### src/rtl/brq_pkg.sv
// Shared types and helpers for the branch resolve queue: the in-flight
// prediction record, the default sequential PC step and pointer sizing.
package brq_pkg;

  localparam int BRQ_PC_STEP = 32'd4;

  typedef struct packed {
    logic [31:0] pc;
    logic [31:0] target;
    logic        hit;
  } brq_entry_t;

  function automatic int brq_ptr_w(input int depth);
    if (depth > 32'd1) begin
      return $clog2(depth);
    end else begin
      return 32'd1;
    end
  endfunction

endpackage

### src/rtl/branch_resolve_unit_if.sv
// Pipeline-facing bundle of the branch resolve unit: fetch-side prediction
// records, EX resolution, predictor training, flush/redirect and queue status.
interface branch_resolve_unit_if #(parameter int DEPTH = 4);
  import brq_pkg::*;

  localparam int CW = brq_ptr_w(DEPTH) + 1;

  logic          stall;
  logic          pred_valid;
  logic [31:0]   pred_pc;
  logic [31:0]   pred_target;
  logic          pred_hit;
  logic          ex_valid;
  logic          ex_is_branch;
  logic          ex_taken;
  logic [31:0]   ex_target;
  logic [31:0]   ex_inst;
  logic          upd_valid;
  logic          upd_direction;
  logic [31:0]   upd_pc_actual;
  logic [31:0]   upd_pc_alu;
  logic [31:0]   upd_inst;
  logic          flush;
  logic [31:0]   redirect_pc;
  logic          full;
  logic          empty;
  logic [CW-1:0] count;
  logic          overflow;

  modport master (
    output stall, pred_valid, pred_pc, pred_target, pred_hit,
           ex_valid, ex_is_branch, ex_taken, ex_target, ex_inst,
    input  upd_valid, upd_direction, upd_pc_actual, upd_pc_alu, upd_inst,
           flush, redirect_pc, full, empty, count, overflow
  );

  modport slave (
    input  stall, pred_valid, pred_pc, pred_target, pred_hit,
           ex_valid, ex_is_branch, ex_taken, ex_target, ex_inst,
    output upd_valid, upd_direction, upd_pc_actual, upd_pc_alu, upd_inst,
           flush, redirect_pc, full, empty, count, overflow
  );

endinterface

### src/rtl/brq_fifo.sv
// Ring buffer holding in-flight prediction records. The head entry is read
// combinationally; clear empties the queue and wins over a same-cycle push.
module brq_fifo import brq_pkg::*; #(
  parameter  int DEPTH = 4,
  localparam int PW    = brq_ptr_w(DEPTH),
  localparam int CW    = PW + 1
) (
  input  logic          clk,
  input  logic          rst,
  input  logic          push,
  input  logic          pop,
  input  logic          clear,
  input  brq_entry_t    wr_entry,
  output brq_entry_t    rd_entry,
  output logic          full,
  output logic          empty,
  output logic [CW-1:0] count
);

  brq_entry_t    mem_q [DEPTH];
  brq_entry_t    mem_d [DEPTH];
  logic [PW-1:0] head_q, head_d;
  logic [PW-1:0] tail_q, tail_d;
  logic [CW-1:0] count_q, count_d;
  logic          full_q, full_d;
  logic          empty_q, empty_d;

  // Next-state for storage, pointers, occupancy and registered status flags.
  always_comb begin
    mem_d   = mem_q;
    head_d  = head_q;
    tail_d  = tail_q;
    count_d = count_q;
    if (clear) begin
      head_d  = {PW{1'b0}};
      tail_d  = {PW{1'b0}};
      count_d = {CW{1'b0}};
    end else begin
      if (push) begin
        mem_d[tail_q] = wr_entry;
        tail_d        = tail_q + PW'(1);
      end else begin
        tail_d = tail_q;
      end
      if (pop) begin
        head_d = head_q + PW'(1);
      end else begin
        head_d = head_q;
      end
      case ({push, pop})
        2'b10:   count_d = count_q + CW'(1);
        2'b01:   count_d = count_q - CW'(1);
        default: count_d = count_q;
      endcase
    end
    full_d  = (count_d == CW'(DEPTH));
    empty_d = (count_d == {CW{1'b0}});
  end

  // State registers with asynchronous reset to an empty queue.
  always_ff @(posedge clk or posedge rst) begin
    if (rst) begin
      for (int i = 0; i < DEPTH; i++) begin
        mem_q[i] <= '0;
      end
      head_q  <= {PW{1'b0}};
      tail_q  <= {PW{1'b0}};
      count_q <= {CW{1'b0}};
      full_q  <= 1'b0;
      empty_q <= 1'b1;
    end else begin
      mem_q   <= mem_d;
      head_q  <= head_d;
      tail_q  <= tail_d;
      count_q <= count_d;
      full_q  <= full_d;
      empty_q <= empty_d;
    end
  end

  assign rd_entry = mem_q[head_q];
  assign full     = full_q;
  assign empty    = empty_q;
  assign count    = count_q;

endmodule

### src/rtl/branch_resolve_unit.sv
// Matches each EX resolution against the oldest queued prediction, trains the
// predictor, and flushes/redirects the pipeline on a mispredict.
module branch_resolve_unit import brq_pkg::*; #(
  parameter int DEPTH   = 4,
  parameter int PC_STEP = BRQ_PC_STEP
) (
  input  logic                  clk,
  input  logic                  rst,
  branch_resolve_unit_if.slave  bus
);

  localparam int CW = brq_ptr_w(DEPTH) + 1;

  brq_entry_t    wr_entry_s, head_entry_s;
  logic          push_s, pop_s, mispredict_s;
  logic          fifo_full_s, fifo_empty_s;
  logic [CW-1:0] fifo_count_s;
  logic [31:0]   actual_next_s;

  logic          upd_valid_d, upd_valid_q;
  logic          upd_direction_d, upd_direction_q;
  logic [31:0]   upd_pc_actual_d, upd_pc_actual_q;
  logic [31:0]   upd_pc_alu_d, upd_pc_alu_q;
  logic [31:0]   upd_inst_d, upd_inst_q;
  logic          flush_d, flush_q;
  logic [31:0]   redirect_pc_d, redirect_pc_q;
  logic          overflow_d, overflow_q;

  assign pop_s         = bus.ex_valid & ~bus.stall & ~fifo_empty_s;
  assign push_s        = bus.pred_valid & ~bus.stall & (~fifo_full_s | pop_s);
  assign actual_next_s = (bus.ex_is_branch & bus.ex_taken) ? bus.ex_target
                                                           : head_entry_s.pc + 32'(PC_STEP);
  assign mispredict_s  = pop_s & (actual_next_s != head_entry_s.target);
  assign wr_entry_s    = '{pc: bus.pred_pc, target: bus.pred_target, hit: bus.pred_hit};

  brq_fifo #(.DEPTH(DEPTH)) u_fifo (
    .clk      (clk),
    .rst      (rst),
    .push     (push_s),
    .pop      (pop_s),
    .clear    (mispredict_s),
    .wr_entry (wr_entry_s),
    .rd_entry (head_entry_s),
    .full     (fifo_full_s),
    .empty    (fifo_empty_s),
    .count    (fifo_count_s)
  );

  // Strobes are single-cycle; data outputs hold until the next qualifying pop.
  always_comb begin
    upd_valid_d     = 1'b0;
    flush_d         = 1'b0;
    upd_direction_d = upd_direction_q;
    upd_pc_actual_d = upd_pc_actual_q;
    upd_pc_alu_d    = upd_pc_alu_q;
    upd_inst_d      = upd_inst_q;
    redirect_pc_d   = redirect_pc_q;
    overflow_d      = overflow_q | (bus.pred_valid & ~bus.stall & fifo_full_s & ~pop_s);
    if (pop_s) begin
      upd_valid_d     = bus.ex_is_branch | head_entry_s.hit;
      upd_direction_d = bus.ex_is_branch & bus.ex_taken;
      upd_pc_actual_d = head_entry_s.pc;
      upd_pc_alu_d    = bus.ex_target;
      upd_inst_d      = bus.ex_inst;
      if (mispredict_s) begin
        flush_d       = 1'b1;
        redirect_pc_d = actual_next_s;
      end else begin
        flush_d = 1'b0;
      end
    end else begin
      upd_valid_d = 1'b0;
    end
  end

  // Output registers with asynchronous reset.
  always_ff @(posedge clk or posedge rst) begin
    if (rst) begin
      upd_valid_q     <= 1'b0;
      upd_direction_q <= 1'b0;
      upd_pc_actual_q <= 32'h0000_0000;
      upd_pc_alu_q    <= 32'h0000_0000;
      upd_inst_q      <= 32'h0000_0000;
      flush_q         <= 1'b0;
      redirect_pc_q   <= 32'h0000_0000;
      overflow_q      <= 1'b0;
    end else begin
      upd_valid_q     <= upd_valid_d;
      upd_direction_q <= upd_direction_d;
      upd_pc_actual_q <= upd_pc_actual_d;
      upd_pc_alu_q    <= upd_pc_alu_d;
      upd_inst_q      <= upd_inst_d;
      flush_q         <= flush_d;
      redirect_pc_q   <= redirect_pc_d;
      overflow_q      <= overflow_d;
    end
  end

  assign bus.upd_valid     = upd_valid_q;
  assign bus.upd_direction = upd_direction_q;
  assign bus.upd_pc_actual = upd_pc_actual_q;
  assign bus.upd_pc_alu    = upd_pc_alu_q;
  assign bus.upd_inst      = upd_inst_q;
  assign bus.flush         = flush_q;
  assign bus.redirect_pc   = redirect_pc_q;
  assign bus.full          = fifo_full_s;
  assign bus.empty         = fifo_empty_s;
  assign bus.count         = fifo_count_s;
  assign bus.overflow      = overflow_q;

endmodule

### src/flat_wrapper.sv
// flat-port wrapper written by rule: the top's interface ports become plain ports
module branch_resolve_unit_flat import brq_pkg::*;
#(
  parameter int DEPTH   = 4,
  parameter int PC_STEP = BRQ_PC_STEP
)
  (clk, rst, bus_stall, bus_pred_valid, bus_pred_pc, bus_pred_target, bus_pred_hit, bus_ex_valid, bus_ex_is_branch, bus_ex_taken, bus_ex_target, bus_ex_inst, bus_upd_valid, bus_upd_direction, bus_upd_pc_actual, bus_upd_pc_alu, bus_upd_inst, bus_flush, bus_redirect_pc, bus_full, bus_empty, bus_count, bus_overflow);
  branch_resolve_unit_if #(.DEPTH(DEPTH)) bus_i ();
  input  logic clk;
  input  logic rst;
  input wire logic [$bits(bus_i.stall)-1:0] bus_stall;
  input wire logic [$bits(bus_i.pred_valid)-1:0] bus_pred_valid;
  input wire logic [$bits(bus_i.pred_pc)-1:0] bus_pred_pc;
  input wire logic [$bits(bus_i.pred_target)-1:0] bus_pred_target;
  input wire logic [$bits(bus_i.pred_hit)-1:0] bus_pred_hit;
  input wire logic [$bits(bus_i.ex_valid)-1:0] bus_ex_valid;
  input wire logic [$bits(bus_i.ex_is_branch)-1:0] bus_ex_is_branch;
  input wire logic [$bits(bus_i.ex_taken)-1:0] bus_ex_taken;
  input wire logic [$bits(bus_i.ex_target)-1:0] bus_ex_target;
  input wire logic [$bits(bus_i.ex_inst)-1:0] bus_ex_inst;
  output wire logic [$bits(bus_i.upd_valid)-1:0] bus_upd_valid;
  output wire logic [$bits(bus_i.upd_direction)-1:0] bus_upd_direction;
  output wire logic [$bits(bus_i.upd_pc_actual)-1:0] bus_upd_pc_actual;
  output wire logic [$bits(bus_i.upd_pc_alu)-1:0] bus_upd_pc_alu;
  output wire logic [$bits(bus_i.upd_inst)-1:0] bus_upd_inst;
  output wire logic [$bits(bus_i.flush)-1:0] bus_flush;
  output wire logic [$bits(bus_i.redirect_pc)-1:0] bus_redirect_pc;
  output wire logic [$bits(bus_i.full)-1:0] bus_full;
  output wire logic [$bits(bus_i.empty)-1:0] bus_empty;
  output wire logic [$bits(bus_i.count)-1:0] bus_count;
  output wire logic [$bits(bus_i.overflow)-1:0] bus_overflow;
  assign bus_i.stall = bus_stall;
  assign bus_i.pred_valid = bus_pred_valid;
  assign bus_i.pred_pc = bus_pred_pc;
  assign bus_i.pred_target = bus_pred_target;
  assign bus_i.pred_hit = bus_pred_hit;
  assign bus_i.ex_valid = bus_ex_valid;
  assign bus_i.ex_is_branch = bus_ex_is_branch;
  assign bus_i.ex_taken = bus_ex_taken;
  assign bus_i.ex_target = bus_ex_target;
  assign bus_i.ex_inst = bus_ex_inst;
  assign bus_upd_valid = bus_i.upd_valid;
  assign bus_upd_direction = bus_i.upd_direction;
  assign bus_upd_pc_actual = bus_i.upd_pc_actual;
  assign bus_upd_pc_alu = bus_i.upd_pc_alu;
  assign bus_upd_inst = bus_i.upd_inst;
  assign bus_flush = bus_i.flush;
  assign bus_redirect_pc = bus_i.redirect_pc;
  assign bus_full = bus_i.full;
  assign bus_empty = bus_i.empty;
  assign bus_count = bus_i.count;
  assign bus_overflow = bus_i.overflow;
  branch_resolve_unit #(.DEPTH(DEPTH), .PC_STEP(PC_STEP)) u_core (.clk(clk), .rst(rst), .bus(bus_i));
endmodule
### config.mk
export PLATFORM = sky130hd
export DESIGN_NAME = branch_resolve_unit_flat
export DESIGN_NICKNAME = d
export VERILOG_FILES = /design/src/rtl/brq_pkg.sv /design/src/rtl/branch_resolve_unit_if.sv /design/src/rtl/brq_fifo.sv /design/src/rtl/branch_resolve_unit.sv /design/src/flat_wrapper.sv
export SDC_FILE = /design/constraint.sdc
export NUM_CORES = 1
export LEC_CHECK = 0
export BUFFER_PORTS_ARGS = -buffer_cell sky130_fd_sc_hd__clkbuf_2
export CORE_AREA = 2 2 259 261
export CTS_CLUSTER_DIAMETER = 30
export DETAILED_ROUTE_END_ITERATION = 10
export DIE_AREA = 0 0 261 263
export GPL_TIMING_DRIVEN = 0
export HOLD_SLACK_MARGIN = 0.05
export PLACE_DENSITY = 0.48
export SYNTH_ARGS = -nofsm -noshare
export SYNTH_HDL_FRONTEND = slang
export SYNTH_SLANG_ARGS = --single-unit
### constraint.sdc
create_clock -name clk -period 23.4 [get_ports clk]
set_clock_uncertainty 0.05 [all_clocks]
set_input_delay 0 -clock clk [delete_from_list [all_inputs] [get_ports clk]]
set_output_delay 0 -clock clk [all_outputs]
set_load 0.01 [all_outputs]
Word-level counts from Yosys, hierarchy flattened
Index checks and enable logic that the tools add are counted.
{"block": "totals", "output_inout_bits": 137, "in_bits": 136, "wordCells": 77, "ff_bits": 401}
{"block": "op_classes", "reduce_logical": 6, "n_addsub": 5, "n_eq_ne": 4, "order_cmp": 3, "n_mux": 16, "bitwise": 18}
{"operator": "$bwmux 260", "n": 1}
{"operator": "$mux 65", "n": 3}
{"operator": "$bmux 65 s2", "n": 1}
{"operator": "$demux 65 s2", "n": 1}
{"operator": "$add 32x3->32 const B", "n": 1}
{"operator": "$mux 32", "n": 1}
{"operator": "$ne 32x32->1", "n": 1}
{"operator": "$and 1x1->1", "n": 8}
{"operator": "$mux 2", "n": 4}
{"operator": "$ge 3x3->1 const B", "n": 2}
{"operator": "$not 2->3", "n": 2}
{"operator": "$pmux 3 s2", "n": 1}
{"operator": "$not 1->1", "n": 5}
{"operator": "$add 2x1->2 const B", "n": 2}
{"operator": "$reduce_and 2->1", "n": 2}
{"operator": "$reduce_bool 2->1", "n": 2}
{"operator": "$add 3x1->3 const B", "n": 1}
{"operator": "$eq 3x3->1 const B", "n": 1}
{"operator": "$logic_not 3->1", "n": 1}
{"operator": "$lt 3x1->1 const B", "n": 1}
{"operator": "$mux 1", "n": 3}
{"operator": "$mux 3", "n": 1}
{"operator": "$or 1x1->1", "n": 3}
{"operator": "$sub 3x1->3 const B", "n": 1}
{"operator": "3 further kinds", "n": 3}

Longest topological paths before layout
{"block": "logic_depth", "ltp_word": 10, "ltp_mapped": 18, "mapped_depth_nobuf": 11}

By module
From an unflattened synthesis, not the netlist that was laid out.
{"block": "hier_totals", "hier_cells": 1525, "area_unflattened_um2": 19123.3}
{"module": "brq_fifo", "area_each_um2": 11781.3, "seq_area_each_um2": 6732.7, "n_inst": 1, "cells_per_inst": 677}
{"module": "branch_resolve_unit", "area_each_um2": 7342.0, "seq_area_each_um2": 3303.2, "n_inst": 1, "cells_per_inst": 848}

Least setup slack after synthesis
Ideal clock, no wire load.
{"block": "synth_timing", "path_type": "register to register", "from": "register u_core.u_fifo.head_q[0]", "to": "register u_core.u_fifo.mem_q[10] (netlist bit)", "period_less_slack_ps": 4112, "stages_incl_launch_ff": 18, "setup_slack_ps": 19288, "arrival_ps": 3937, "path_buffers": 6, "setup_time_ps": 125, "t_required_ps": 23225, "cell_sequence": "dfrtp_1 buf_6 buf_12 buf_8 mux4_2 ha_1 nand4_1 nor4_2 a31oi_1 or3b_1 a32oi_1 o2111a_1 and4_4 buf_8 o211ai_4 buf_6 buf_8 mux2_4"}
{"item": "from (decl)", "line": "brq_fifo.sv:22", "text": "logic [PW-1:0] head_q, head_d;"}
{"item": "from (signal assigned)", "line": "brq_fifo.sv:66", "text": "head_q <= {PW{1'b0}};"}
{"item": "to (signal assigned)", "line": "brq_fifo.sv:72", "text": "mem_q <= mem_d;"}
{"item": "to (decl)", "line": "brq_fifo.sv:20", "text": "brq_entry_t mem_q [DEPTH];"}

Worst setup path in the final report
{"block": "layout_timing", "from": "register u_core.u_fifo.head_q[1]", "to": "register u_core.u_fifo.mem_q[210] (netlist bit)"}
{"block": "layout_between", "elab_chain_len": 10}
{"item": "$not 2->3 (not written as such) *", "line": "brq_fifo.sv:81", "text": "assign rd_entry = mem_q[head_q];"}
{"item": "$bmux 65 s2 *", "line": "brq_fifo.sv:81"}
{"item": "$mux 65 (not written as such) * (2 in a row)", "line": "brq_fifo.sv:81"}
{"item": "$add 32x3->32", "line": "branch_resolve_unit.sv:32", "text": ": head_entry_s.pc + 32'(PC_STEP);"}
{"item": "$mux 32", "line": "branch_resolve_unit.sv:31", "text": "assign actual_next_s = (bus.ex_is_branch & bus.ex_taken) ? bus.ex_target"}
{"item": "$ne 32x32->1 *", "line": "branch_resolve_unit.sv:33", "text": "assign mispredict_s = pop_s & (actual_next_s != head_entry_s.target);"}
{"item": "$and 1x1->1 *", "line": "branch_resolve_unit.sv:33"}
{"item": "$not 1->1 (no line) *"}
{"item": "$reduce_and 2->1 (no line) *"}
Every way passes the cells marked *; elsewhere a longest branch is shown, timed or not. The select of a mux whose other input is x is not followed.
A chain may end at the register's enable or synchronous reset.

==> impl_results.md <==
* PD cells at ~140 nW/um^2
* Htree depth at 3
* Critical Path RT at 23850 ps
* Initial Utilization at between 20 and 30%
* Port bufs at 272
* Status: finished clean
* Met2 usage at 31.9%
* Yosys top cell area share at between 50% and 60%
* GRT overflow at 0
* Final setup violation count at 0
* Worst Path Buf+Inv at 8
* Total core area at 65600 sq um
* Cell taking the most area after synthesis: dfrtp_1
* CP cell instances: buf_2, buf_4, buf_2, buf_2, buf_1, clkbuf_1, mux4_2, xnor2_1, o311a_1, and4_1, and4_4, o211ai_1, buf_2, buf_6, mux2_2
* Clk pwr share at 36.6%
* Sink Count at 401
* Net switching power at 1240 uW
* YS warnings at 0
* Hold Crit Class: in -> reg
* Rel. slew slack at 25.1%
* Largest stage delay, worst path at 830 ps
* Slew @ Worst Pin at 1110 ps
* Net count, final at 2199
* Crit start category: flop
* Synthesized area at around 20000 sq um
* Die footprint at about 69000 sq um
* Final worst path period need at 6120 ps
* Drt initial violations at 891
* CTS resizes at 0
* Number of max-cap violations at 0
* Tcrit/Tclk final at 26.2%
* Synth Area per Inst at around 13 sq um
* Cell mode on critical path: buf_2
* Synth area leaders: dfrtp_1, mux2_2, mux2_4
* CTS Buffer Depth at 3
* Post-CTS setup repair buffer count at 0
* CTS Buf Count at 95
* Netlist cell types at 69
* CP arrival at 6570 ps
* CTS tree: done
* Die Ht at 263 um
* Delay-heaviest family, CP: buffers and inverters
* Fmax at 163 MHz
* Post-synthesis sequential area ratio at 51.2%
* DRC errors left at 0
* DRT Pass-1 Iters at 6
* DP Wirelength at 49800 um
* Worst vdd ir at 0.0627 mV
* Clock Latency Late Sink at 640 ps
* Sw Share at a little under a third
* Share of cells above drive strength 1 at 39.3%
* Slowest-stage cell, CP: buf_1
* RSZ-0062 raised after global routing: false
* Post-route ant nets at 0
* CTS root buf: clkbuf_16
* Vias in the first global route at 15400
* Routing usage on met1 at about a quarter
* Number of enable flip-flop cells after synthesis at 0
* Syn nets at 1671
* Yosys reg bits at between 400 and 500
* Total number of vias at between 10000 and 15000
* Slew Viols, Final at 0
* # rows at 94
* Final GP Congestion at roughly 0.9
* Hold Violations, Final at 0
* Top Ports at between 200 and 300
* Initial antenna violation count at 8
* Tot GR Track Use at 19.7%
* Critical path peak fanout at 10
* Internal Power at 2660 uW
* Ys async rst share at 100%
* Post-Route WL at roughly 68000 um
* Vias/cell at 4.82
* Setup TNS at 0 ps
* Main synth FF type: dfrtp_1
* First-pass GRT wire length at approximately 100000 um
* Busiest metal layer after global routing: met2
* Largest net degree at the start of global routing at 126
* Sequential share of power at 31.7%
* Total leakage power at roughly 0.013 uW
* WS Path Type: reg -> reg
* Post-DR wirelength/cell at 22.6 um
* Area growth from synthesis to layout at 38.8%
* Worst-path clk slew at approximately 50 ps
* M3 GR Usage at under 10%
* Final Non-Filler Cells at approximately 3000
* Die W at 261 um
* Mapped Cells at 1528
* Crit. End Element: flop
* Placed Instances at 2667
* Combinational group share of total power at between 30% and 40%
layout make-up:
cell class / instances / area (sq um)
inverters: 18 / 75.1
fillers: 6141 / 38400
multi-input cells: 1016 / 8790
clock buffers: 130 / 2680
flip-flops and latches: 401 / 10000
clock inverters: 49 / 818
well taps: 864 / 1080
plain buffers: 93 / 694
diodes: 3 / 7.51
repair buffers: 431 / 3010
worst min-delay path, delay by kind of cell:
kind / cells / cell delay, ps
buffers and inverters: 2 / 610
AND/OR/NAND/NOR: 2 / 100
repair_timing:
| action | 4_1_cts | 5_1_grt |
|---|---|---|
| hold endpoints to repair | 517 | 0 |
| setup endpoints to repair | 0 | 0 |
| hold buffers | 156 | 0 |
cells in the final DEF, fill, tap and decap left out, types with 16 or more instances in the layout:
cell and instances:
nand2_1 323, mux2_4 100, nor3_1 17, nand4_1 16
xor2_1 31, clkbuf_8 17, mux4_2 53, o21ai_0 45
bufinv_16 19, mux2_2 186, dlygate4sd3_1 156, nand3_1 20
xnor2_1 42, dfrtp_1 400, clkbuf_16 95, inv_1 16
clkbuf_1 56, nor2_1 32, clkbuf_2 272, buf_2 19
path summary, 6_finish.rpt:
path	start	endpoint	slack, ps	depth (start not counted)
worst max-delay path	u_core.u_fifo.head_q[1]$_DFFE_PP0P_	u_core.u_fifo.mem_q[210]$_DFFE_PP0P_	17280	15
worst min-delay path	bus_ex_inst[5]	u_core.bus.upd_inst[5]$_DFFE_PP0P_	90	4
worst max register to register	u_core.u_fifo.head_q[1]$_DFFE_PP0P_	u_core.u_fifo.mem_q[210]$_DFFE_PP0P_	17280	15
worst min register to register	u_core.bus.upd_pc_alu[10]$_DFFE_PP0P_	u_core.bus.upd_pc_alu[10]$_DFFE_PP0P_	420	2
max in group asynchronous	rst	u_core.u_fifo.mem_q[142]$_DFFE_PP0P_	21210	6
min in group asynchronous	rst	u_core.bus.upd_inst[23]$_DFFE_PP0P_	600	4
registers in the layout (all words and copies together), names as in the netlist:
register / flops
u_core.u_fifo.mem_q: 260
u_core.bus.redirect_pc: 32
u_core.bus.upd_inst: 32
u_core.bus.upd_pc_actual: 32
u_core.bus.upd_pc_alu: 32
u_core.u_fifo.count: 3
u_core.u_fifo.head_q: 2
u_core.u_fifo.tail_q: 2
u_core.bus.flush: 1
u_core.bus.overflow: 1
u_core.bus.upd_direction: 1
u_core.bus.upd_valid: 1
u_core.u_fifo.empty: 1
u_core.u_fifo.full: 1
through the flow:
stage	util, %	hold slack, ps	power [uW]	area (sq um)	setup WS [ps]
floorplan	-	55.4	1990	19600	12200
global placement	33.6	142	2420	22000	7760
detailed placement	33.7	124	2460	22100	17330
CTS	41.4	50.7	3930	27200	17310
global route	41.4	85.2	4100	27200	17170
finish	41.4	86.3	3900	27200	17280
Yosys cell counts, types with 3 or more instances:
master,n
o21ai_0,45
nand2_1,323
buf_4,4
xnor2_1,42
clkbuf_1,38
xor2_1,31
nand2b_1,5
mux2_2,186
buf_2,19
buf_12,8
nand3_1,20
nor4_1,9
a31oi_1,5
dfrtp_1,400
nor3_1,17
mux4_2,53
and4_1,9
a211o_1,3
mux2i_1,6
mux2_4,100
nor4_2,3
buf_8,7
nor2b_1,3
or3_1,5
a21oi_1,9
and3_1,4
and2_1,14
mux4_1,14
o31ai_1,10
buf_6,13
ha_1,6
nand4_1,16
buf_1,4
inv_1,17
o211ai_1,4
nor2_1,32
routing by layer:
layer,routed length (um),up-vias
li1,-,6522
met1,30400,7427
met2,32100,433
met3,3970,101
met4,1370,8
met5,55,-
power groups by stage:
stage	Combinational, uW	Sequential [uW]	Clock [uW]
global route	1340	1280	1490
finish	1240	1240	1430
global placement	1200	1230	0
CTS	1240	1240	1450
floorplan	753	1240	0
detailed placement	1210	1240	0
cells by family after synthesis:
logic type | count (synthesis) | share of synthesized area, %
XOR/XNOR | 75 | 3.49
multiplexers | 359 | 26.6
flip-flops | 401 | 51.2
AND/OR/NAND/NOR | 469 | 10.5
adder cells (fa/ha/maj) | 7 | 0.486
AO/OA/AOI/OAI | 106 | 3.74
buffers and inverters | 111 | 3.89
Note: power is estimated with default switching activity, not from simulation.
